===== src/rtl/rr_compute_sched_pkg.sv =====
// Shared types and helpers for the round-robin compute scheduler.
// Imported by rr_arbiter and rr_compute_sched.
package rr_compute_sched_pkg;

  localparam int DEF_WIDTH = 32;

  typedef enum logic [2:0] {
    IDLE,
    ISSUE,
    WAIT_LO,
    WAIT_HI,
    RESP
  } state_e;

  function automatic int idx_w(input int n);
    return (n > 1) ? $clog2(n) : 1;
  endfunction

endpackage


===== src/rtl/rr_arbiter.sv =====
// Round-robin first-set search from a registered pointer.
// Pointer moves to winner+1 (mod N_REQ) when the grant is taken.
module rr_arbiter
  import rr_compute_sched_pkg::*;
#(
  parameter int N_REQ = 4,
  localparam int IW = idx_w(N_REQ)
) (
  input  logic             clk,
  input  logic             reset,
  input  logic [N_REQ-1:0] req,
  input  logic             take,
  output logic             gnt_valid,
  output logic [IW-1:0]    gnt_idx
);

  logic [IW-1:0]    ptr_q;
  logic [IW-1:0]    ptr_d;
  logic [N_REQ-1:0] rot;
  logic [IW-1:0]    off;
  logic [IW:0]      sum;
  logic [IW:0]      nxt;

  // rotate so the pointer position lands at bit 0
  always_comb begin
    rot = N_REQ'({req, req} >> ptr_q);
    gnt_valid = 1'b0;
    off = '0;
    for (int k = N_REQ - 1; k >= 0; k--) begin
      if (rot[k]) begin
        gnt_valid = 1'b1;
        off = IW'(k);
      end
    end
  end

  always_comb begin
    sum = {1'b0, ptr_q} + {1'b0, off};
    if (sum >= (IW+1)'(N_REQ)) begin
      sum = sum - (IW+1)'(N_REQ);
    end
    gnt_idx = sum[IW-1:0];
    nxt = {1'b0, gnt_idx} + (IW+1)'(1);
    if (nxt >= (IW+1)'(N_REQ)) begin
      nxt = '0;
    end
    ptr_d = take ? nxt[IW-1:0] : ptr_q;
  end

  always_ff @(posedge clk) begin
    if (reset) begin
      ptr_q <= '0;
    end else begin
      ptr_q <= ptr_d;
    end
  end

endmodule


===== src/rtl/rr_compute_sched.sv =====
// Shares one start/done compute unit between N_REQ requesters.
// Optional abort on timeout: define RR_COMPUTE_SCHED_TIMEOUT_EN.
module rr_compute_sched
  import rr_compute_sched_pkg::*;
#(
  parameter int N_REQ   = 4,
  parameter int WIDTH   = DEF_WIDTH,
  parameter int TIMEOUT = 16
) (
  input  logic                   clk,
  input  logic                   reset,
  input  logic [N_REQ-1:0]       req,
  input  logic [N_REQ*WIDTH-1:0] a_in,
  input  logic [N_REQ*WIDTH-1:0] b_in,
  output logic [N_REQ-1:0]       ack,
  output logic [N_REQ-1:0]       resp_valid,
  output logic [WIDTH-1:0]       resp_data,
  output logic [N_REQ-1:0]       err,
  output logic                   u_start,
  output logic [WIDTH-1:0]       u_a,
  output logic [WIDTH-1:0]       u_b,
  input  logic [WIDTH-1:0]       u_result,
  input  logic                   u_done
);

  localparam int IW = idx_w(N_REQ);

  state_e           state_q;
  state_e           state_d;
  logic [IW-1:0]    idx_q;
  logic [IW-1:0]    idx_d;
  logic [WIDTH-1:0] ua_q;
  logic [WIDTH-1:0] ua_d;
  logic [WIDTH-1:0] ub_q;
  logic [WIDTH-1:0] ub_d;
  logic [WIDTH-1:0] rd_q;
  logic [WIDTH-1:0] rd_d;

  logic             gnt_valid;
  logic [IW-1:0]    gnt_idx;
  logic             take;
  logic [WIDTH-1:0] a_sel;
  logic [WIDTH-1:0] b_sel;
  logic [N_REQ-1:0] idx_oh;
  logic             abort;

  assign take   = (state_q == IDLE) && gnt_valid;
  assign idx_oh = {{(N_REQ-1){1'b0}}, 1'b1} << idx_q;

  rr_arbiter #(
    .N_REQ(N_REQ)
  ) u_arb (
    .clk      (clk),
    .reset    (reset),
    .req      (req),
    .take     (take),
    .gnt_valid(gnt_valid),
    .gnt_idx  (gnt_idx)
  );

  always_comb begin
    a_sel = '0;
    b_sel = '0;
    for (int i = 0; i < N_REQ; i++) begin
      if (gnt_idx == IW'(i)) begin
        a_sel = a_in[i*WIDTH +: WIDTH];
        b_sel = b_in[i*WIDTH +: WIDTH];
      end
    end
  end

`ifdef RR_COMPUTE_SCHED_TIMEOUT_EN
  localparam int CW = $clog2(TIMEOUT + 1);

  logic [CW-1:0]    cnt_q;
  logic [CW-1:0]    cnt_d;
  logic [N_REQ-1:0] err_q;
  logic [N_REQ-1:0] err_d;
  logic             in_wait;

  // a done arriving on the last allowed cycle still completes
  always_comb begin
    in_wait = (state_q == WAIT_LO) || (state_q == WAIT_HI);
    cnt_d   = in_wait ? cnt_q + CW'(1) : '0;
    abort   = in_wait
            && (cnt_q == CW'(TIMEOUT - 1))
            && !(state_q == WAIT_HI && u_done == 1'b1);
    err_d   = abort ? idx_oh : '0;
  end

  always_ff @(posedge clk) begin
    if (reset) begin
      cnt_q <= '0;
      err_q <= '0;
    end else begin
      cnt_q <= cnt_d;
      err_q <= err_d;
    end
  end

  assign err = err_q;
`else
  assign abort = 1'b0;
  // always zero; TIMEOUT is inert without the abort path
  assign err = {N_REQ{TIMEOUT < 0}};
`endif

  always_comb begin
    state_d = state_q;
    unique case (state_q)
      IDLE:    if (gnt_valid) state_d = ISSUE;
      ISSUE:   state_d = WAIT_LO;
      WAIT_LO: if (u_done == 1'b0) state_d = WAIT_HI;
      WAIT_HI: if (u_done == 1'b1) state_d = RESP;
      RESP:    state_d = IDLE;
      default: state_d = IDLE;
    endcase
    if (abort) begin
      state_d = IDLE;
    end
  end

  always_comb begin
    idx_d = idx_q;
    ua_d  = ua_q;
    ub_d  = ub_q;
    rd_d  = rd_q;
    if (take) begin
      idx_d = gnt_idx;
      ua_d  = a_sel;
      ub_d  = b_sel;
    end
    if (state_q == WAIT_HI && u_done == 1'b1) begin
      rd_d = u_result;
    end
  end

  always_ff @(posedge clk) begin
    if (reset) begin
      state_q <= IDLE;
      idx_q   <= '0;
      ua_q    <= '0;
      ub_q    <= '0;
      rd_q    <= '0;
    end else begin
      state_q <= state_d;
      idx_q   <= idx_d;
      ua_q    <= ua_d;
      ub_q    <= ub_d;
      rd_q    <= rd_d;
    end
  end

  always_comb begin
    u_start    = 1'b0;
    ack        = '0;
    resp_valid = '0;
    unique case (state_q)
      ISSUE: begin
        u_start = 1'b1;
        ack     = idx_oh;
      end
      RESP:    resp_valid = idx_oh;
      default: ;
    endcase
  end

  assign u_a       = ua_q;
  assign u_b       = ub_q;
  assign resp_data = rd_q;

endmodule


===== config.mk =====
export PLATFORM = sky130hd
export DESIGN_NAME = rr_compute_sched
export DESIGN_NICKNAME = d
export VERILOG_FILES = /design/src/rtl/rr_compute_sched_pkg.sv /design/src/rtl/rr_arbiter.sv /design/src/rtl/rr_compute_sched.sv
export SDC_FILE = /design/constraint.sdc
export NUM_CORES = 1
export LEC_CHECK = 0
export CAP_MARGIN = 20
export CORE_AREA = 2 2 156 158
export CTS_CLUSTER_SIZE = 12
export DETAILED_ROUTE_END_ITERATION = 16
export DIE_AREA = 0 0 158 160
export GPL_TIMING_DRIVEN = 0
export PLACE_DENSITY = 0.58
export SETUP_SLACK_MARGIN = 0.5
export SLEW_MARGIN = 5
export SYNTH_ARGS = -nofsm -noshare
export SYNTH_HDL_FRONTEND = slang
export SYNTH_SLANG_ARGS = --single-unit

===== constraint.sdc =====
create_clock -name clk -period 3.8 [get_ports clk]
set_input_delay 1.14 -clock clk [delete_from_list [all_inputs] [get_ports clk]]
set_output_delay 1.14 -clock clk [all_outputs]
set_load 0.02 [all_outputs]

Word-level counts from Yosys, hierarchy flattened

Cells that the tools add are included.

Register bits after elaboration: 103
Memories kept: 0
Bits in writable memories: 0
Memory bits (read-only): 0
Word-level logic and storage cells: 53
Bits in latches: 0

Eq/ne operators: 10
Shift-type cells: 2
Mux-type cells: 25
Divide/modulo/power cells: 0
Bitwise gates (word level): 0
$mul: 0
$lt $le $gt $ge: 2
Reductions and logical operators: 5
Add/subtract/negate cells: 3

Operator list:

| cell                                                      | count |
|---|---|
| 2-to-1 mux 32 bit                                         | 8 |
| 2-to-1 mux 2 bit                                          | 6 |
| case mux 3 bit (4 select lines)                           | 1 |
| 2-to-1 mux 3 bit                                          | 3 |
| 2-to-1 mux 4 bit                                          | 2 |
| >> shifter 8 x 2 -> 4 bit                                 | 1 |
| == test 3 x 2 -> 1 bit (second input constant)            | 2 |
| greater-or-equal comparator 3 bit (second input constant) | 2 |
| inequality test 2 bit (second input constant)             | 3 |
| 2-to-1 mux 1 bit                                          | 5 |
| == test 2 bit (second input constant)                     | 2 |
| left shift 1 x 2 -> 4 bit (first input constant)          | 1 |
| adder 2 x 1 -> 3 bit (second input constant)              | 1 |
| adder 2 x 2 -> 3 bit                                      | 1 |
| == test 3 x 1 -> 1 bit (second input constant)            | 1 |
| == test 3 bit (second input constant)                     | 1 |
| logical NOT 3 bit                                         | 1 |
| AND reduction 3 bit                                       | 1 |
| == test 2 x 1 -> 1 bit (second input constant)            | 1 |
| logical AND 1 bit                                         | 2 |
| logical NOT 2 bit                                         | 1 |
| subtractor 2 x 1 -> 2 bit (second input constant)         | 1 |

Longest topological paths before layout

Word-level depth: 13
Mapped depth: 17
Mapped depth without buffers: 14

Modules after synthesis

From an unflattened synthesis, not the netlist that was laid out.

Cell total of the unflattened synthesis: 440
Area total of the unflattened synthesis: 5,345.1 um^2

Modules (own cells, without submodules):

| module           | cells each | sequential area each (um^2) | area each (um^2) | times used |
|---|---|---|---|---|
| rr_compute_sched | 401        | 2,021.9                     | 5,046.1          | 1 |
| rr_arbiter       | 39         | 40.0                        | 299.0            | 1 |

Worst setup path after synthesis

OpenSTA, ideal clock, no wires.

Path type: input -> register
From: in req[2]
To: reg ub_q[3] (netlist: u_b[3])
Buffers on the path: 3
Stages on the path: 17
Data required time: 3.722 ns
Setup slack: -0.034 ns
Arrival time: 3.756 ns
Setup time: 0.078 ns
Cells stage by stage: buf_2 -> nand2_1 -> nor2_1 -> a211oi_1 -> a21oi_1 -> a211o_1 -> ha_1 -> xnor2_1 -> xnor2_1 -> ha_1 -> nor2b_1 -> clkbuf_1 -> clkbuf_1 -> a221oi_1 -> nor3_1 -> a211oi_1 -> nor3_1

Word-level cells in the longest chain between the ends: 13
Elaborated cells on any way between the ends: 22

RTL lines:

| item                                                                                  | RTL line                           | RTL |
|---|---|---|
| start: declaration                                                                    | rr_compute_sched.sv:12             | `input logic [N_REQ-1:0] req,` |
| >> shifter 8 x 2 -> 4 bit *                                                           | rr_arbiter.sv:26                   | `rot = N_REQ'({req, req} >> ptr_q);` |
| 2-to-1 mux 2 bit (4 in series)                                                        | rr_arbiter.sv:30                   | `if (rot[k]) begin` |
| adder 2 x 2 -> 3 bit                                                                  | rr_arbiter.sv:38                   | `sum = {1'b0, ptr_q} + {1'b0, off};` |
| greater-or-equal comparator 3 bit / subtractor 2 x 1 -> 2 bit (equally long branches) | rr_arbiter.sv:39, rr_arbiter.sv:40 |  |
| 2-to-1 mux 2 bit                                                                      | rr_arbiter.sv:39                   | `if (sum >= (IW+1)'(N_REQ)) begin` |
| logical NOT 2 bit                                                                     | rr_compute_sched.sv:65             | `if (gnt_idx == IW'(i)) begin` |
| 2-to-1 mux 32 bit (4 in series)                                                       | rr_compute_sched.sv:65             |  |
| end signal: assignment                                                                | rr_compute_sched.sv:149            | `ub_q <= ub_d;` |
| end: declaration                                                                      | rr_compute_sched.sv:34             | `logic [WIDTH-1:0] ub_q;` |

Mark *: on every way between the ends. The rest lies on a longest branch, timed or not.
A chain may end at the register's enable or synchronous reset.

Worst setup path in the final report

From: in req[3]
To: reg ub_q[29] (netlist: u_b[29])

The elaborated chain is that of the path after synthesis.

==> summary.md <==
| Metric | Value |
|---|---|
| CTS Root Cell | clkbuf_16 |
| Post-synth top cells | 132 x nor3_1, 103 x dfxtp_1, 80 x nor2_1, 75 x nand2_1, 68 x clkbuf_1 |
| FFs w/ async S/R, synth | 0% |
| DR iter-0 viols | 347 |
| Clock skew | 0.00747 ns |
| CTS sink count | just over 100 |
| Ys flop type | dfxtp_1 |
| Synth top area share | a little under two fifths |
| Initial antenna violation count | 3 |
| Fin Hold WS | 0.453 ns |
| Layout area overhead | 118% |
| Register area share after synthesis | 37.3% |
| Initial Utilization | between 20% and 30% |
| WL per Instance | between 20 and 25 um |
| Finished Layout Cells | between 1500 and 2000 |
| Overflow after GRT | 0 |
| Gr usage total | 23.0% |
| HPWL Detailed | 22800 um |
| Port Buffers | 396 |
| Syn_area_per_cell | 7.51 um2 |
| Core area | 23800 um2 |
| Die area | 25300 um2 |
| Hold buffer count at CTS | 0 |
| Rows | 57 |
| Final WS setup | 0.153 ns |
| Worst-Skew Late Latency | roughly 0.35 ns |
| Period Utilization, post-route | around 96% |
| Top-count cell post-synth | nor3_1 |
| Fmax | about 0.27 GHz |
| Power per cell area | between 900 and 1000 nW/um2 |
| Pre-CTS WS | -1.01 ns |
| Slew of the pin with the lowest slew margin | slightly above 0.7 ns |
| Final setup vio count | 0 |
| Pre-antenna DRT Iters | 4 |
| Leakage | 4.23 nW |
| Seq cells post-synth | between 100 and 150 |
| Yosys cell types | 30 |
| Post-synth EDFFs | 0 |
| Area of the mapped netlist | roughly 5500 um2 |
| Worst hold stages | 2 |
| Post-Syn Instances | 737 |
| Worst r2r path cells | 18 |
| Synth area leaders | dfxtp_1 37%, nor3_1 12%, a221oi_1 10% |
| CTS Buf Count | 9 |
| Clock transition at the registers of the reported paths | 0.08 ns |
| Placed Cells | 1460 |
| CP Launch Type | primary input |
| Max_cap viols | 0 |
| Worst EP required | 4.02 ns |
| Max clock buf depth | 2 |
| Final net count | roughly 1500 |
| Min cycle time layout | between 3 and 4 ns |
| Routability cong. | 0.842 |
| TritonCTS clock tree | built |
| TNS Setup | 0 ns |
| Power Total | 11.5 mW |
| Worst IR drop on VDD | 0.465 mV |
| Critical path fanouts, max | 5 |
| IO Pins | 404 |
| Routed WL | 30100 um |
| Antenna Nets Post-Route | 0 |
| Critical Path AT | 3.87 ns |
| Vias in the first global route | roughly 7400 |
| Drc violations | 0 |
| Slew Viols, Final | 0 |
| Leading area contributor after synthesis | dfxtp_1 |
| Ratio of cells with drive above 1 in the final layout | 19.6% |
| Min-delay worst type | reg -> reg |
| RSZ-0062 raised after global routing | yes |
| Crit. End Element | flop |
| Vias after detailed routing | 7249 |
| Via/cell ratio | 4.83 |
| Largest net degree at the start of global routing | 19 |
| Run status | completed |
| Hold Vio Cnt, Final | 0 |
| Yosys warnings | 0 |
| Die X | 158 um |
| Slew headroom | between 50% and 60% |
| Crit Path Class | in -> reg |
| H-tree Lvls | 3 |
| First-pass GRT wire length | approximately 44000 um |
| Chip height | 160 um |
## final timing paths
| check | slack [ns] | start | to |
|---|---|---|---|
| hold / removal | 0.45 | resp_data[23] | resp_data[23] |
| hold reg to reg | 0.45 | resp_data[23] | resp_data[23] |
| setup reg to reg | 0.38 | u_arb.ptr_q[0] | u_b[29] |
| setup / recovery | 0.15 | req[3] | u_b[29] |
## where the power goes
group	switching, mW	internal (mW)	total, mW
Combinational	4.51	4.35	8.87
Clock	0.456	0.524	0.980
Sequential	0.188	1.42	1.61
Total	5.16	6.30	11.5
## worst max-delay path, cell delays in order
cell,delay [ns]
buf_12,0.11
clkinv_8,0.04
nor3_4,0.03
a31oi_1,0.16
a21oi_1,0.09
a211o_1,0.24
ha_2,0.19
xnor2_2,0.15
xnor2_2,0.15
buf_6,0.15
ha_4,0.16
nor2b_4,0.13
clkbuf_16,0.16
buf_8,0.13
clkbuf_16,0.16
a221oi_2,0.29
nor3_2,0.08
a211oi_1,0.23
nor3_1,0.09
## flip-flops by register name, summed over array words and instances, names as in the netlist
signal	cells
resp_data	32
u_a	32
u_b	32
state_q	3
idx_q	2
u_arb.ptr_q	2
## layer usage
| layer | share of wire (%) | GRT usage (%) |
|---|---|---|
| met5 | 0.083 | 0 |
| met2 | 48 | 38.5 |
| met1 | 41 | 27.9 |
| met4 | 2.9 | 8.15 |
| met3 | 7.3 | 6.57 |
## area by class of cell
type                            instances  area [um2]
Sequential cell                       103        2060
Timing Repair Buffer                  421        4240
Clock buffer                           10         229
Multi-Input combinational cell        550        4240
Buffer                                 83         757
Antenna cell                            1        2.50
Fill cell                            2323       11800
Inverter                                4        27.5
Tap cell                              324         405
Clock inverter                          6        81.3
## per-stage QoR
stage                     utilization [%]  cell area [um2]
after CTS                            48.7            11600
after global placement               43.8            10400
after global routing                 50.6            12000
after floorplan                         -             6060
final                                50.6            12000
after detailed placement             43.8            10400
## cells in the final DEF (no fill, tap or decap), drive strengths merged, types with 2 or more instances in the layout
cell and n:
conb 4, ha 5, nor3 132, dfxtp 103
buf 40, or2 2, a211o 2, inv 4
clkbuf 80, clkinv 3, nor2 80, nand2 75
clkinvlp 2, o32ai 2, nand2b 3, nor2b 64
xnor2 2, a21oi 38, nor3b 4, clkdlybuf4s50 394
a211oi 66, a221oi 63
## logic make-up (layout without fill, tap and decap cells)
group / count (synthesis) / in the layout / share of synthesized area (%)
adders and majority gates: 5 / 5 / 1.13
buffers and inverters: 87 / 524 / 6.40
xor gates and xnor gates: 2 / 2 / 0.317
AOI/OAI and AO/OA: 174 / 174 / 23.4
other: 1 / 5 / 0.0677
DFF: 103 / 103 / 37.3
and+or+nand+nor: 365 / 365 / 31.4
## what timing repair did
action | CTS | global route
setup buffers | 18 | 2
endpoints found under the setup margin | 67 | 69
pin swaps | 54 | 41
gates cloned | 5 | 0
hold endpoints to repair | 0 | 0
gates resized for setup | 122 | 74
No activity file was read; power rests on OpenSTA's default activity.
